==> config.mk <==
export PLATFORM = sky130hd
export DESIGN_NAME = adder_axis_accum_flat
export DESIGN_NICKNAME = d
export VERILOG_FILES = /design/src/rtl/adder_axis_accum_if.sv /design/src/rtl/adder_axis_accum.sv /design/src/flat_wrapper.sv
export SDC_FILE = /design/constraint.sdc
export NUM_CORES = 1
export LEC_CHECK = 0
export BUFFER_PORTS_ARGS = -buffer_cell sky130_fd_sc_hd__buf_2
export CAP_MARGIN = 15
export CORE_MARGIN = 3
export CORE_UTILIZATION = 35
export CTS_CLUSTER_SIZE = 10
export DETAILED_ROUTE_END_ITERATION = 16
export PLACE_DENSITY_LB_ADDON = 0.12
export SLEW_MARGIN = 10
export SYNTH_ARGS = -nofsm -noshare
export SYNTH_HDL_FRONTEND = slang
export SYNTH_SLANG_ARGS = --single-unit
==> constraint.sdc <==
create_clock -name aclk -period 6.3 [get_ports aclk]
set_input_delay 1.89 -clock aclk [delete_from_list [all_inputs] [get_ports aclk]]
set_output_delay 1.89 -clock aclk [all_outputs]
set_load 0.02 [all_outputs]
==> src/rtl/adder_axis_accum_if.sv <==
// AXI-Stream beat bundle shared by the accumulator's input and output.
`timescale 1ns/1ps
interface adder_axis_accum_if #(
    parameter int W = 9
);
    logic [W-1:0] tdata;
    logic         tvalid;
    logic         tready;

    modport master (
        output tdata,
        output tvalid,
        input  tready
    );

    modport slave (
        input  tdata,
        input  tvalid,
        output tready
    );
endinterface

==> src/rtl/adder_axis_accum.sv <==
// Sums each group of ACC_LEN input beats into one registered total.
`timescale 1ns/1ps
module adder_axis_accum #(
    parameter int  IN_WIDTH  = 9,
    parameter int  ACC_LEN   = 4,
    localparam int CW        = $clog2(ACC_LEN),
    localparam int OUT_WIDTH = IN_WIDTH + CW
) (
    input  logic                aclk,
    input  logic                areset,
    adder_axis_accum_if.slave   data_i,
    adder_axis_accum_if.master  data_o,
    output logic [CW-1:0]       grp_cnt_o
);

    generate
        if (ACC_LEN < 2) begin : g_bad_len
            $error("ACC_LEN must be at least 2");
        end
    endgenerate

    localparam logic [CW-1:0] LAST = CW'(ACC_LEN - 1);

    logic [CW-1:0]        cnt_q, cnt_d;
    logic [OUT_WIDTH-1:0] acc_q, acc_d;
    logic [OUT_WIDTH-1:0] tot_q, tot_d;
    logic                 vld_q, vld_d;

    logic                 last_beat;
    logic                 first_beat;
    logic                 in_rdy;
    logic                 hs_in;
    logic                 hs_out;
    logic [OUT_WIDTH-1:0] beat_ext;
    logic [OUT_WIDTH-1:0] sum;

    assign last_beat  = (cnt_q == LAST);
    assign first_beat = (cnt_q == '0);

    // Only the closing beat waits for the output slot to free up.
    assign in_rdy   = !(last_beat && vld_q && !data_o.tready);
    assign hs_in    = data_i.tvalid && in_rdy;
    assign hs_out   = vld_q && data_o.tready;
    assign beat_ext = OUT_WIDTH'(data_i.tdata);
    assign sum      = acc_q + beat_ext;

    always_comb begin
        cnt_d = cnt_q;
        acc_d = acc_q;
        tot_d = tot_q;
        vld_d = vld_q;
        if (hs_out) begin
            vld_d = 1'b0;
        end
        if (hs_in) begin
            unique case (1'b1)
                first_beat: begin
                    acc_d = beat_ext;
                    cnt_d = cnt_q + CW'(1);
                end
                last_beat: begin
                    tot_d = sum;
                    vld_d = 1'b1;
                    cnt_d = '0;
                end
                default: begin
                    acc_d = sum;
                    cnt_d = cnt_q + CW'(1);
                end
            endcase
        end
    end

    always_ff @(posedge aclk or posedge areset) begin
        if (areset) begin
            cnt_q <= '0;
            acc_q <= '0;
            tot_q <= '0;
            vld_q <= 1'b0;
        end else begin
            cnt_q <= cnt_d;
            acc_q <= acc_d;
            tot_q <= tot_d;
            vld_q <= vld_d;
        end
    end

    assign data_i.tready = in_rdy;
    assign data_o.tvalid = vld_q;
    assign data_o.tdata  = tot_q;
    assign grp_cnt_o     = cnt_q;

endmodule

==> src/flat_wrapper.sv <==
// flat-port wrapper written by rule: the top's interface ports become plain ports
module adder_axis_accum_flat 
#(
    parameter int  IN_WIDTH  = 9,
    parameter int  ACC_LEN   = 4,
    localparam int CW        = $clog2(ACC_LEN),
    localparam int OUT_WIDTH = IN_WIDTH + CW
)
  (aclk, areset, grp_cnt_o, data_i_tdata, data_i_tvalid, data_i_tready, data_o_tdata, data_o_tvalid, data_o_tready);
  adder_axis_accum_if #(.W((9))) data_i_i ();
  adder_axis_accum_if #(.W(((9) + $clog2((4))))) data_o_i ();
  input  logic aclk;
  input  logic areset;
  output logic [CW-1:0] grp_cnt_o;
  input wire logic [$bits(data_i_i.tdata)-1:0] data_i_tdata;
  input wire logic [$bits(data_i_i.tvalid)-1:0] data_i_tvalid;
  output wire logic [$bits(data_i_i.tready)-1:0] data_i_tready;
  output wire logic [$bits(data_o_i.tdata)-1:0] data_o_tdata;
  output wire logic [$bits(data_o_i.tvalid)-1:0] data_o_tvalid;
  input wire logic [$bits(data_o_i.tready)-1:0] data_o_tready;
  assign data_i_i.tdata = data_i_tdata;
  assign data_i_i.tvalid = data_i_tvalid;
  assign data_i_tready = data_i_i.tready;
  assign data_o_tdata = data_o_i.tdata;
  assign data_o_tvalid = data_o_i.tvalid;
  assign data_o_i.tready = data_o_tready;
  adder_axis_accum #(.IN_WIDTH(IN_WIDTH), .ACC_LEN(ACC_LEN)) u_core (.aclk(aclk), .areset(areset), .data_i(data_i_i), .data_o(data_o_i), .grp_cnt_o(grp_cnt_o));
endmodule
; After elaboration in Yosys (flattened, before gate mapping)
; Cells that the tools add are included.
; Widths: inputs -> output; s select.
[word_totals]
wordCells = 22
output_inout_bits = 15
reg_bits = 25
in_bits = 13
[classes]
addsub = 2
reduce_logical = 9
muxes = 5
bitwise = 1
eq_ne = 1
[ops]
columns = cell, count
row1 = $pmux 11 s2, 1
row2 = $add 11x9->11, 1
row3 = $logic_and 1x1->1, 4
row4 = $reduce_and 2->1, 2
row5 = $mux 1, 3
row6 = $add 2x1->2 const B, 1
row7 = $eq 2x2->1 const B, 1
row8 = $logic_not 1->1, 2
row9 = $logic_not 2->1, 1
row10 = $mux 2, 1
row11 = $not 1->1, 1

; Depth between registers and ports, before layout
[depth]
ltp_word = 6
mapped_depth = 8
depth_no_buf = 8

; Least setup slack after synthesis
; OpenSTA, ideal clock, no wires.
[synth_path]
path_type = input to output
startpoint = input port data_o_tready
endpoint = output port data_i_tready
path_stages = 1
arrival_ns = 2.157
t_required_ns = 4.410
setup_slack_ns = 2.253
path_buffers = 0
path_cell_list = nand3b_1
[synth_via]
elab_chain_cells = 3
[synth_lines]
columns = element, line
row1 = from (decl), flat_wrapper.sv:20  ; input wire logic [$bits(data_o_i.tready)-1:0] data_o_tready;
row2 = $logic_not 1->1, adder_axis_accum.sv:41  ; assign in_rdy = !(last_beat && vld_q && !data_o.tready);
row3 = $logic_and 1x1->1, adder_axis_accum.sv:41
row4 = $logic_not 1->1, adder_axis_accum.sv:41
row5 = to (decl), flat_wrapper.sv:17  ; output wire logic [$bits(data_i_i.tready)-1:0] data_i_tready;
; Every way passes these cells.

; Final worst setup path
; Ends and elaborated chain as after synthesis.

==> flow_summary.yaml <==
final_layout:
  post-route-util: 0.422
  nets: 208
  final_layout_size_suffix_gt1_frac: 0.209
  area_delta_synth_final_pct: 13.9
  n_antenna_cell: 0
clocking:
  cts_hold_buf: 0
  cts.clk_slew.worst_paths_ns: 0.09
  cts_root_buf: "clkbuf_8"
  clockBufferDepth: 2
  numCtsBuffers: 3
  cts_tree: "built"
  cts.htree.levels: 1
  clock_latency_ns: 0.27
  cts_sinks: 25
  ctsResizeCount: 0
  post-cts-setup-buffers: 0
timing:
  setup-tns-final_ns: 0
  finalCritPeriodShare: 0.666
  post-route-min-period_ns: 4.20
  fin_hold_ws_ns: 0.479
  skew_ns: 0.00317
  setup_violations: 0
  grt_setup_unrepaired: "false"
  drv_slew: 0
  max_freq_mhz: 238
  final_hold_viol_count: 0
  worstMarginPinSlew_ns: 0.967
  max_slew_margin: 0.355
power_and_ir_drop:
  p_total_mw: 0.916
  ir_drop_mv: 0.184
  cellPowerDensity_nw_per_um2: 532
  leakage_nw: 0.816
synth:
  synth-edff-count: 0
  yosys_warnings: 0
  syn_area_um2: 1510
  syn_nets: 183
  yosysTopAreaCellShare: 0.414
  synth_cell_type_count: 36
  synth.ff_latch_count: 25
  avgSynthCellArea_um2: 9.57
  yosysMostFrequentCell: "dfrtp_1"
  synth_cells: 158
  yosys.area.top_type: "dfrtp_1"
  yosys-top-cells-count: "25 x dfrtp_1, 19 x nand2_1, 15 x o21ai_0"
  synth_seq_area_share: 0.414
  synth-main-ff-cell: "dfrtp_1"
  synthArstFlopShare: 1.00
  yosys-top-cells-area: "dfrtp_1 41%, ha_1 9.1%, o21ai_0 5.0%"
critical_path:
  cpPeakStageDelay_ns: 0.17
  crit_type: "primary input to output port"
  cp_data_arrival_time_ns: 2.31
  timing.critical_path.cells: "buf_2, nand3b_1, buf_2"
  rrSetupSlack_ns: 4.04
  path_max_fanout: 2
  crit_required_ns: 4.41
  endpoint_kind: "output port"
  worst-path-buf-inv: 2
  cp_common_cell: "buf_2"
  cp_slowest_cell: "buf_2"
  worstSetupStartpointType: "primary input"
  critical-path-top-delay-family: "buffers and inverters"
grt:
  first_global_vias: 1227
  track_usage: 0.138
  grt_pass1_wl_um: 5730
  gr-total-overflow: 0
  grt_max_degree: 26
  antenna_found_initial: 0
placement:
  gp_congestion: 0.776
  hpwl_um: 2440
  io_buffers: 27
hold_path:
  min_path_type: "flip-flop to flip-flop"
die:
  die_w_um: 71.7
  die-height_um: 71.7
  core-area_um2: 4090
  pin_count: 28
  num_rows: 23
  start_util: 0.370
  dieArea_um2: 5150
outcome:
  outcome: "finished, final reports clean"
routing:
  via_per_inst: 5.19
  first_iter_violations: 72
  vias: 1205
  drcViolationCount: 0
  ant_nets: 0
  drt_wl_total_um: 3290
  detail_route.wl_per_cell_um: 14.2
  drtPass1Iterations: 4
run:
  drv_cap: 0
tightest hold or removal path, delay by kind of cell (launching register included):
| kind | cells | cell delay [ns] |
|---|---|---|
| flip-flops | 1 | 0.35 |
| AND/OR/NAND/NOR | 1 | 0.04 |
| AO/OA/AOI/OAI | 1 | 0.06 |
routing by layer:
| layer | GRT usage | vias up | routed length, um |
|---|---|---|---|
| met5 | 0 | - | 0 |
| met4 | 0.0376 | 0 | 22 |
| met3 | 0.0224 | 2 | 158 |
| met2 | 0.226 | 28 | 1530 |
| met1 | 0.189 | 561 | 1570 |
| li1 | - | 614 | - |
state kept, by name, indices dropped and copies added, names as in the netlist:
name and flops:
u_core.acc_q 11, u_core.data_o.tdata 11, u_core.data_o.tvalid 1, u_core.grp_cnt_o 2
cell families after synthesis:
kind of cell / share of synthesized area
flops: 0.414
compound gates: 0.179
mux: 0.0571
xor+xnor: 0.0521
simple gates: 0.155
fa+ha+maj: 0.104
buf+inv: 0.0389
placed cells by master, fill, tap and decap left out, types with 2 or more instances in the layout:
master and instances:
dfrtp_1 25, o21a_1 3, nand2_1 19, xor2_1 5, and3_1 3, a211oi_1 2, nor2b_1 2, mux2i_1 3
o21ai_0 15, or4_1 2, inv_1 7, nor2_1 5, nand3_1 5, xnor2_1 4, a21oi_1 14, o211ai_1 2
nand2b_1 3, ha_1 11, buf_2 27, clkbuf_8 3, mux2_2 5, nand4_1 3
stage by stage:
step                area, um2  instances  setup slack [ns]
floorplan                1510        158              2.25
global placement         1680        228              2.10
detailed placement       1680        228              2.10
CTS                      1720        232              2.10
global route             1720        232              2.06
finish                   1720        232              2.10
where the power goes:
group	leakage (nW)	switching, mW	internal [mW]
Clock	0.0228	0.0543	0.0453
Sequential	0.305	0.0456	0.239
Combinational	0.488	0.321	0.212
layout make-up:
| cell class | count | area [um2] |
|---|---|---|
| clock buffers | 4 | 45.0 |
| fillers | 429 | 2360 |
| inverters | 7 | 26.3 |
| multi-input cells | 119 | 828 |
| flip-flops and latches | 25 | 626 |
| well taps | 50 | 62.6 |
| repair buffers | 27 | 135 |
path summary, 6_finish.rpt:
path	startpoint	endpoint	cells past startpoint
setup reg to reg	u_core.acc_q[0]	u_core.acc_q[8]	8
min in group asynchronous	areset	u_core.data_o.tdata[6]	2
hold reg to reg	u_core.data_o.tdata[10]	u_core.data_o.tdata[10]	2
setup / recovery	data_o_tready	data_i_tready	3
hold / removal	u_core.data_o.tdata[10]	u_core.data_o.tdata[10]	2
max in group asynchronous	areset	u_core.acc_q[3]	2
Power figures use the tool's default switching activity.
